## src/rtl/onehot_dec_pkg.sv

```systemverilog
// Shared state encoding and mode constants for the registered one-hot decoder.
package onehot_dec_pkg;

    typedef enum logic [1:0] {
        IDLE   = 2'd0,
        DIRECT = 2'd1,
        SCAN   = 2'd2
    } dec_state_t;

    localparam logic MODE_DIRECT = 1'b0;
    localparam logic MODE_SCAN   = 1'b1;

endpackage

```

## src/rtl/onehot_dec_dwell.sv

```systemverilog
// Loadable down-counter that times how long the scan holds each output position.
module onehot_dec_dwell #(
    parameter int unsigned DWELL_W = 8
) (
    input  logic               clk,
    input  logic               rst_n,
    input  logic               clr,
    input  logic               load,
    input  logic               dec,
    input  logic [DWELL_W-1:0] load_val,
    output logic               zero
);

    logic [DWELL_W-1:0] cnt;

    always_ff @(posedge clk) begin
        if (!rst_n) begin
            cnt <= '0;
        end else if (clr) begin
            cnt <= '0;
        end else if (load) begin
            cnt <= load_val;
        end else if (dec && (cnt != '0)) begin
            cnt <= cnt - 1'b1;
        end
    end

    assign zero = (cnt == '0);

endmodule

```

## src/rtl/onehot_decoder_seq.sv

```systemverilog
// Registered binary-to-one-hot decoder with valid/ready input and walking-one scan mode.
// Define ONEHOT_DEC_ACTIVE_LOW_EN to drive out one-cold (idle value all-ones).
module onehot_decoder_seq
    import onehot_dec_pkg::*;
#(
    parameter int unsigned ADDR_W  = 3,
    parameter int unsigned DWELL_W = 8
) (
    input  logic                 clk,
    input  logic                 rst_n,
    input  logic                 en,
    input  logic                 clr,
    input  logic                 mode,
    input  logic [DWELL_W-1:0]   dwell,
    input  logic                 in_valid,
    output logic                 in_ready,
    input  logic [ADDR_W-1:0]    in_addr,
    output logic [2**ADDR_W-1:0] out,
    output logic                 out_valid,
    output logic                 scan_wrap
);

    localparam int unsigned OUT_W = 2**ADDR_W;

    dec_state_t       state;
    logic [OUT_W-1:0] out_q;
    logic             out_valid_q;
    logic             scan_wrap_q;

    logic xfer;
    logic scan_go;
    logic scan_run;
    logic cnt_load;
    logic cnt_dec;
    logic cnt_zero;

    assign in_ready = en & (mode == MODE_DIRECT) & ~clr & rst_n & (state != SCAN);
    assign xfer     = in_valid & in_ready;

    assign scan_go  = en & ~clr & (mode == MODE_SCAN) & (state != SCAN);
    assign scan_run = en & ~clr & (mode == MODE_SCAN) & (state == SCAN);

    // dwell is sampled only on entry and at each step, so mid-hold changes wait for the next step
    assign cnt_load = scan_go | (scan_run & cnt_zero);
    assign cnt_dec  = scan_run & ~cnt_zero;

    onehot_dec_dwell #(
        .DWELL_W (DWELL_W)
    ) u_dwell (
        .clk      (clk),
        .rst_n    (rst_n),
        .clr      (clr),
        .load     (cnt_load),
        .dec      (cnt_dec),
        .load_val (dwell),
        .zero     (cnt_zero)
    );

    always_ff @(posedge clk) begin
        if (!rst_n) begin
            state       <= IDLE;
            out_q       <= '0;
            out_valid_q <= 1'b0;
            scan_wrap_q <= 1'b0;
        end else if (clr) begin
            state       <= IDLE;
            out_q       <= '0;
            out_valid_q <= 1'b0;
            scan_wrap_q <= 1'b0;
        end else if (!en) begin
            scan_wrap_q <= 1'b0;
        end else begin
            scan_wrap_q <= 1'b0;
            unique case (state)
                IDLE, DIRECT: begin
                    if (mode == MODE_SCAN) begin
                        state       <= SCAN;
                        out_q       <= OUT_W'(1);
                        out_valid_q <= 1'b1;
                    end else if (xfer) begin
                        state       <= DIRECT;
                        out_q       <= OUT_W'(1) << in_addr;
                        out_valid_q <= 1'b1;
                    end
                end
                SCAN: begin
                    if (mode == MODE_DIRECT) begin
                        state       <= IDLE;
                        out_q       <= '0;
                        out_valid_q <= 1'b0;
                    end else if (cnt_zero) begin
                        out_q       <= {out_q[OUT_W-2:0], out_q[OUT_W-1]};
                        scan_wrap_q <= out_q[OUT_W-1];
                    end
                end
                default: begin
                    state       <= IDLE;
                    out_q       <= '0;
                    out_valid_q <= 1'b0;
                end
            endcase
        end
    end

`ifdef ONEHOT_DEC_ACTIVE_LOW_EN
    assign out = ~out_q;
`else
    assign out = out_q;
`endif

    assign out_valid = out_valid_q;
    assign scan_wrap = scan_wrap_q;

endmodule

```

## config.mk

```make
export PLATFORM = sky130hd
export DESIGN_NAME = onehot_decoder_seq
export DESIGN_NICKNAME = d
export VERILOG_FILES = /design/src/rtl/onehot_dec_pkg.sv /design/src/rtl/onehot_dec_dwell.sv /design/src/rtl/onehot_decoder_seq.sv
export SDC_FILE = /design/constraint.sdc
export NUM_CORES = 1
export LEC_CHECK = 0
export CORE_UTILIZATION = 46
export CTS_BUF_LIST = sky130_fd_sc_hd__clkbuf_4 sky130_fd_sc_hd__clkbuf_8
export CTS_CLUSTER_SIZE = 14
export DETAILED_ROUTE_END_ITERATION = 6
export GPL_ROUTABILITY_DRIVEN = 0
export PLACE_DENSITY_LB_ADDON = 0.12
export SYNTH_ARGS = -nofsm -noshare
export SYNTH_HDL_FRONTEND = slang
export SYNTH_HIERARCHICAL = 1
export SYNTH_SLANG_ARGS = --single-unit
```

## constraint.sdc

```tcl
create_clock -name clk -period 2.4 [get_ports clk]
set_clock_uncertainty 0.15 [all_clocks]
set_input_delay 0.48 -clock clk [delete_from_list [all_inputs] [get_ports clk]]
set_output_delay 0.48 -clock clk [all_outputs]
set_load 0.05 [all_outputs]
```

Yosys cells after proc, flatten, opt, wreduce, memory -nomap -nowiden
Index checks and enable logic that the tools add are counted.
Storage, ports and cells
  register bits: 20
  input bits: 17
  output and inout bits: 11
  logic and storage cells: 56
Operators by class
  add/subtract/negate cells: 1
  equal/unequal tests: 6
  shift-type cells: 1
  muxes and demuxes: 15
  bitwise logic cells: 18
  reduce and logical (&&, ||, !) cells: 10
Operator list (number)
  two-way mux 8 bit: 6
  one-hot mux 8 bit (2 select lines): 1
  bitwise AND 1 bit: 11
  zero test 8 bit: 1
  nonzero test 8 bit: 1
  << shifter 1 x 3 -> 8 bit (first input constant): 1
  subtractor 8 x 1 -> 8 bit (second input constant): 1
  two-way mux 2 bit: 3
  != test 3 bit (second input constant): 2
  inverter 1 bit: 6
  AND reduction 3 bit: 2
  OR reduction 6 bit: 1
  != test 2 bit (second input constant): 2
  one-hot mux 2 bit (2 select lines): 1
  OR reduction 2 bit: 2
  two-way mux 1 bit: 3
  equality test 2 x 1 -> 1 bit (second input constant): 1
  equality test 2 bit (second input constant): 1
  zero test 2 bit: 1
  one-hot mux 1 bit (2 select lines): 1
  nonzero test 2 bit: 1
  logical AND 1 bit: 1
  OR 1 bit: 1

Longest topological paths before layout
Gate-level depths: netlist of run 1.
  word-level depth: 9
  depth in mapped cells: 10
  depth with buffers taken out: 8

Modules after synthesis
Netlist of run 1, hierarchy kept.
By module, submodules not included
  onehot_decoder_seq: times used 1, cells an instance 76, area an instance 714.4 sq um, sequential area each 240.2 sq um
  onehot_dec_dwell: times used 1, cells an instance 61, area an instance 510.5 sq um, sequential area each 160.2 sq um

Least setup slack after synthesis of run 1
Ideal clock, no wire load.
  kind: reg2reg
  start point: register u_dwell.cnt[0]
  end point: register u_dwell.cnt[1]
  setup time: 0.070 ns
  arrival: 2.150 ns
  required time: 2.180 ns
  setup slack: 0.030 ns
  stages on the path, launching flop included: 11
  buffers on the path: 2
  clock period less this slack: 2.370 ns
  path through: dfxtp_1 > inv_1 > ha_1 > nor3b_1 > and2_2 > o311a_2 > clkbuf_1 > inv_1 > clkbuf_1 > o221ai_1 > a21oi_1
Between the ends
  elaborated cells between the ends (all ways): 11
  classes of those cells: add/sub: 1; mux: 2; bitwise: 4; reduce/logical: 4
RTL lines
  start, declared: RTL line onehot_dec_dwell.sv:14  | logic [DWELL_W-1:0] cnt;
  start signal, assigned: RTL line onehot_dec_dwell.sv:22  | cnt <= load_val;
  start signal, assigned: RTL line onehot_dec_dwell.sv:24  | cnt <= cnt - 1'b1;
  zero test 8 bit (*): RTL line onehot_dec_dwell.sv:28  | assign zero = (cnt == '0);
  named net cnt_zero: RTL line onehot_decoder_seq.sv:35  | logic cnt_zero;
  bitwise AND 1 bit (*): RTL line onehot_decoder_seq.sv:44  | assign cnt_load = scan_go | (scan_run & cnt_zero);
  OR 1 bit (*): RTL line onehot_decoder_seq.sv:44
  named net cnt_load: RTL line onehot_decoder_seq.sv:33  | logic cnt_load;
  two-way mux 8 bit / nonzero test 2 bit (equally long branches)
The timed path passes the listed nets; every way through them passes the cells marked *. The select of a mux whose other input is x is not followed.
A chain may end at the register's enable or synchronous reset.

Final worst setup path of run 1
  start point: input en
  end point: output in_ready
Between the ends
  word-level cells in the longest chain between the ends: 4
RTL lines
  start, declared: RTL line onehot_decoder_seq.sv:11  | input logic en,
  bitwise AND 1 bit (4 in series): RTL line onehot_decoder_seq.sv:37  | assign in_ready = en & (mode == MODE_DIRECT) & ~clr & rst_n & (state != SCAN);
  end, declared: RTL line onehot_decoder_seq.sv:16  | output logic in_ready,
Every way passes these cells.

==> impl_metrics.env, run 1 <==
export IMPL_status="completed"
export IMPL_r2r_start="u_dwell/cnt[0]"
export IMPL_min_delay_start="out[7]"
export IMPL_portBuffers=27
export IMPL_peakVddDrop_uv=317.5
export IMPL_first_pass_iters=4
export IMPL_antenna_left=0
export IMPL_first_iter_violations=11
export IMPL_slew_viol_final=0
export IMPL_routed_wl_um=2612
export IMPL_setup_viol=0
export IMPL_ios=28
export IMPL_num_vias=1140
export IMPL_syn_nets=156
export IMPL_netlist_instances=137
export IMPL_cp_required_ns=1.77
export IMPL_fp_coreArea_um2=2500
export IMPL_startpoint_type="primary input"
export IMPL_viasPerCell=5.758
export IMPL_cts_made_buffers=3
export IMPL_stdcell_area_um2=1577
export IMPL_syn_area_um2=1225
export IMPL_cts_tree="yes"
export IMPL_seq_area_frac_synth_pct=32.69
export IMPL_ys_async_sr_fraction_pct=0
export IMPL_path_class="primary input to primary output"
export IMPL_worstHoldPathCells=2
export IMPL_hold_violations=0
export IMPL_hpwl_um=1975
export IMPL_crit_path_max_fanout=2
export IMPL_yosysWarnings=6
export IMPL_drive_above_1_share_pct=19.05
export IMPL_globalRouteOverflowTotal=0
export IMPL_powerDensity_nw_per_um2=450.1
export IMPL_grt_use_total_pct=20.59
export IMPL_postSynthAreaPerCell_um2=8.941
export IMPL_synth_edf_count=0
export IMPL_worstHoldEndpoint="scan_wrap"
export IMPL_drc_errors=0
export IMPL_start_util_pct=49.00
export IMPL_grt_pass1_vias=1056
export IMPL_p_leak_uw=0.0005780
export IMPL_antenna_found_initial=0
export IMPL_period_share_pct=93.03
export IMPL_routedWlPerCell_um=13.19
export IMPL_fp_dieH_um=53.61
export IMPL_ctsHoldBuffers=0
export IMPL_yosysUniqueCellTypes=42
export IMPL_rr_worst_depth=9
export IMPL_min_period_ns=2.233
export IMPL_max_freq_ghz=0.4479
export IMPL_r2r_end="u_dwell/cnt[0]"
export IMPL_clk_latency_ns=0.30
export IMPL_area_growth_syn_to_layout_pct=28.70
export IMPL_cts_max_level=1
export IMPL_min_path_type="flip-flop to flip-flop"
export IMPL_max_cap_viol_count=0
export IMPL_tightest_slew_ns=0.5486
export IMPL_n_antenna_cell=0
export IMPL_die_width_um=53.61
export IMPL_setup_slack_ns=0.1672
export IMPL_fin_util_pct=63.06
export IMPL_r2r_slack_ns=0.18
export IMPL_nets=188
export IMPL_placed_area_um2=1529
export IMPL_ys_seq_elements=20
export IMPL_grt_max_degree=17
export IMPL_clockRootBuffer="clkbuf_4"
export IMPL_cts_num_sinks=20
export IMPL_slew_headroom_pct=63.43
export IMPL_dp_slack_ns=0.06730
export IMPL_whs_ns=0.3583
export IMPL_cts_buffer_depth=2
export IMPL_dieArea_um2=2874
export IMPL_finalPower_uw=709.6
export IMPL_worstSetupEndpointType="primary output"
export IMPL_fp_row_count=18
export IMPL_nFillCells=235
export IMPL_grt_pass1_wl_um=4340
export IMPL_path_clk_slew_ns=0.12
export IMPL_cp_arrival_ns=1.60
export IMPL_ys_flop_type="dfxtp_1"
[registers in the layout (all words and copies together), names as in the netlist]
signal,count
scan_wrap,1
out,8
u_dwell/cnt,8
state,2
out_valid,1
[worst max-delay path, cell delays in order]
cell and delay, ns:
clkdlybuf4s50_1 0.47, nor2b_1 0.16, buf_4 0.13, o2111a_1 0.22, buf_12 0.15
[power by group]
| part | internal (µW) | total, µW | switching, µW |
|---|---|---|---|
| Clock | 92.4 | 200 | 107 |
| Combinational | 72.2 | 158 | 85.9 |
| Sequential | 342 | 352 | 9.91 |
[metal layers]
layer | GRT usage, % | vias up | wire (µm)
met3 | 3.672 | 4 | 106
met1 | 24.10 | 532 | 1164
met2 | 36.25 | 29 | 1303
li1 | - | 575 | -
met4 | 9.211 | 0 | 37
met5 | 0 | - | 0
[through the flow]
stage | setup TNS [ns] | cells
floorplan | 0 | 137
global placement | 0 | 194
detailed placement | 0 | 194
CTS | 0 | 198
global route | -0.002313 | 198
finish | 0 | 198
[placed cells by master (no fill, tap or decap), types with 2 or more instances in the layout]
master,synthesis,layout
clkbuf_4,0,3
mux2i_1,2,2
nor2_1,17,17
nor3_1,8,8
a311oi_1,2,2
nor3b_2,0,2
a211oi_1,5,5
a21oi_1,8,8
and4_1,4,4
nand3_1,3,3
nand2_1,7,7
inv_1,8,8
nor2b_1,2,2
nor3b_1,4,2
ha_1,2,2
nor4_1,3,3
a211oi_2,6,6
nor2_2,2,2
a32oi_1,5,5
o211a_1,2,2
dfxtp_1,20,19
clkdlybuf4s50_1,0,26
buf_4,0,9
[worst max path at each step]
| stage | from | to | slack, ns | cells after the start |
|---|---|---|---|---|
| 2_1_floorplan | u_dwell/cnt[0] | u_dwell/cnt[1] | 0.03 | 10 |
| 3_3_place_gp | en | u_dwell/cnt[5] | 0.14 | 7 |
| 3_5_place_dp | en | u_dwell/cnt[5] | 0.07 | 7 |
| 4_1_cts | u_dwell/cnt[1] | u_dwell/cnt[0] | 0.10 | 9 |
| 5_1_grt | u_dwell/cnt[1] | u_dwell/cnt[0] | -0.002 | 9 |
| 6_report | en | in_ready | 0.17 | 5 |
[cells in the mapped netlist, types with 2 or more instances]
cell type	count	area share, %
nor4_1	3	1.5
a211oi_2	6	6.1
dfxtp_1	20	33
inv_1	8	2.5
nor2_1	17	5.2
a32oi_1	5	3.6
o211a_1	2	1.6
nand2_1	7	2.1
clkbuf_1	2	0.61
nor3b_1	4	2.5
nor2_2	2	1.0
a311oi_1	2	1.4
buf_6	4	3.7
a211oi_1	5	3.1
nand3_1	3	1.2
nor3_1	8	3.3
a21oi_1	8	3.3
mux2i_1	2	1.6
nor2b_1	2	1.0
and4_1	4	2.9
ha_1	2	2.0
[what timing repair did]
| action | CTS | global route |
|---|---|---|
| setup endpoints to repair | 0 | 6 |
| setup buffers | 0 | 0 |
| resized for setup | 0 | 3 |
| endpoints found under the hold margin | 0 | 0 |
[logic make-up (layout without fill, tap and decap cells)]
family / Yosys count / after routing / synth area share [%]
buf+inv: 17 / 48 / 9.090
flops: 20 / 20 / 32.69
xor+xnor: 2 / 2 / 1.430
fa+ha+maj: 2 / 2 / 2.043
mux: 2 / 2 / 1.634
compound gates: 34 / 34 / 24.62
simple gates: 60 / 60 / 28.50
[area by class of cell]
class                   count  area [µm²]  share of cell area (%)
multi-input cells         100       723.2                   45.87
well taps                  30       37.54                   2.381
repair buffers             36       347.8                   22.06
inverters                   8       30.03                   1.905
clock buffers               4       36.28                   2.302
flip-flops and latches     20       401.6                   25.48
(Power assumes the default switching activity.)
==> run 2, diff against run 1 <==
--- a/config.mk
+++ b/config.mk
@@ -5,11 +5,13 @@
 export SDC_FILE = /design/constraint.sdc
 export NUM_CORES = 1
 export LEC_CHECK = 0
+export CAP_MARGIN = 20
 export CORE_UTILIZATION = 46
 export CTS_BUF_LIST = sky130_fd_sc_hd__clkbuf_4 sky130_fd_sc_hd__clkbuf_8
 export CTS_CLUSTER_SIZE = 14
 export DETAILED_ROUTE_END_ITERATION = 6
 export GPL_ROUTABILITY_DRIVEN = 0
+export MAX_ROUTING_LAYER = met4
 export PLACE_DENSITY_LB_ADDON = 0.12
 export SYNTH_ARGS = -nofsm -noshare
 export SYNTH_HDL_FRONTEND = slang
==> impl_metrics.env, run 2 (synthesized netlist as in run 1, its figures left out) <==
export IMPL_max_freq_ghz=0.4480
export IMPL_cts_max_level=1
export IMPL_area_growth_syn_to_layout_pct=28.70
export IMPL_cts_made_buffers=3
export IMPL_startpoint_type="primary input"
export IMPL_ios=28
export IMPL_fin_util_pct=63.06
export IMPL_final_common_cell="clkdlybuf4s50_1"
export IMPL_start_util_pct=49.00
export IMPL_dp_slack_ns=0.06730
export IMPL_first_pass_iters=4
export IMPL_min_path_type="flip-flop to flip-flop"
export IMPL_status="completed"
export IMPL_p_leak_uw=0.0005780
export IMPL_crit_path_max_fanout=2
export IMPL_startpoint="en"
export IMPL_path_clk_slew_ns=0.12
export IMPL_layout_common_cells="clkdlybuf4s50_1, dfxtp_1, nor2_1, buf_4"
export IMPL_globalRouteOverflowTotal=0
export IMPL_min_delay_start="out[7]"
export IMPL_n_antenna_cell=0
export IMPL_clockRootBuffer="clkbuf_4"
export IMPL_cp_slowest_cell="clkdlybuf4s50_1"
export IMPL_min_period_ns=2.232
export IMPL_setup_slack_ns=0.1678
export IMPL_cts_buffer_depth=2
export IMPL_nets=188
export IMPL_grt_max_degree=17
export IMPL_portBuffers=27
export IMPL_cpPeakStageDelay_ns=0.47
export IMPL_r2r_start="u_dwell/cnt[0]"
export IMPL_cp_required_ns=1.77
export IMPL_ctsHoldBuffers=0
export IMPL_cts_setup_buffers=0
export IMPL_drc_errors=0
export IMPL_fp_dieH_um=53.61
export IMPL_clk_latency_ns=0.30
export IMPL_peakVddDrop_uv=317.5
export IMPL_dieArea_um2=2874
export IMPL_grt_pass1_wl_um=4333
export IMPL_fp_coreArea_um2=2500
export IMPL_grt_use_total_pct=21.19
export IMPL_cts_num_sinks=20
export IMPL_hpwl_um=1975
export IMPL_slew_viol_final=0
export IMPL_setup_viol=0
export IMPL_drive_above_1_share_pct=19.05
export IMPL_tightest_slew_ns=0.5486
export IMPL_fp_row_count=18
export IMPL_path_class="primary input to primary output"
export IMPL_first_iter_violations=11
export IMPL_powerDensity_nw_per_um2=450.1
export IMPL_num_vias=1138
export IMPL_hold_violations=0
export IMPL_cts_tree="yes"
export IMPL_cp_arrival_ns=1.60
export IMPL_routed_wl_um=2613
export IMPL_max_cap_viol_count=0
export IMPL_routedWlPerCell_um=13.20
export IMPL_worstSetupEndpointType="primary output"
export IMPL_viasPerCell=5.747
export IMPL_die_width_um=53.61
export IMPL_cp_cell_sequence="clkdlybuf4s50_1, nor2b_1, buf_4, o2111a_1, buf_12"
export IMPL_antenna_found_initial=0
export IMPL_slew_headroom_pct=63.43
export IMPL_period_share_pct=93.01
export IMPL_antenna_left=0
export IMPL_grt_pass1_vias=1058
run 2: cell counts in the layout (fill, tap and decap cells not counted):
No cell type changed its count.
run 2: path summary, 6_finish.rpt:
path         slack, ns  depth (start not counted)             end
max               0.17                          5        in_ready
min reg2reg       0.36                          2       scan_wrap
max reg2reg       0.18                          9  u_dwell/cnt[0]
min               0.36                          2       scan_wrap
run 2: repair_timing:
item / in CTS / in global routing
hold endpoints to repair: 0 / 0
resized for setup: 0 / 3
endpoints found under the setup margin: 0 / 6
run 2: final cells by class:
type	count	area, µm²
inverter	8	30.03
timing repair buffer	36	347.8
clock buffer	4	36.28
sequential	20	401.6
fill	235	923.4
tap	30	37.54
multi-input combinational	100	723.2
run 2: report_power, final:
part | leakage [µW] | switching (µW) | internal (µW)
Combinational | 0.000394 | 86.0 | 72.2
Clock | 0.0000210 | 107 | 92.4
Sequential | 0.000163 | 9.91 | 342
Total | 0.000578 | 203 | 506
run 2: worst max-delay path, delay by kind of cell:
family	cells	cell delay, ns
buffers and inverters	3	0.75
AO/OA/AOI/OAI	1	0.22
AND/OR/NAND/NOR	1	0.16
run 2: per-stage QoR:
stage / total power (µW) / hold WS, ns / setup TNS (ns) / cells / area, µm²
final: 709.6 / 0.3583 / 0 / 198 / 1577
after global routing: 751.9 / 0.3889 / -0.002313 / 198 / 1577
after CTS: 713.6 / 0.3586 / 0 / 198 / 1565
after detailed placement: 515.8 / 0.3415 / 0 / 194 / 1529
after global placement: 512.7 / 0.3296 / 0 / 194 / 1529
after floorplan: 463.5 / 0.3607 / 0 / 137 / 1225
run 2: metal layers:
metal / share of wire, % / up-vias / global-route usage, % / wire length (µm)
li1: - / 575 / - / -
met1: 45 / 530 / 24.10 / 1166
met2: 50 / 29 / 36.25 / 1302
met3: 4.1 / 4 / 3.672 / 106
met4: 1.4 / 0 / 9.211 / 37
met5: 0 / - / - / 0
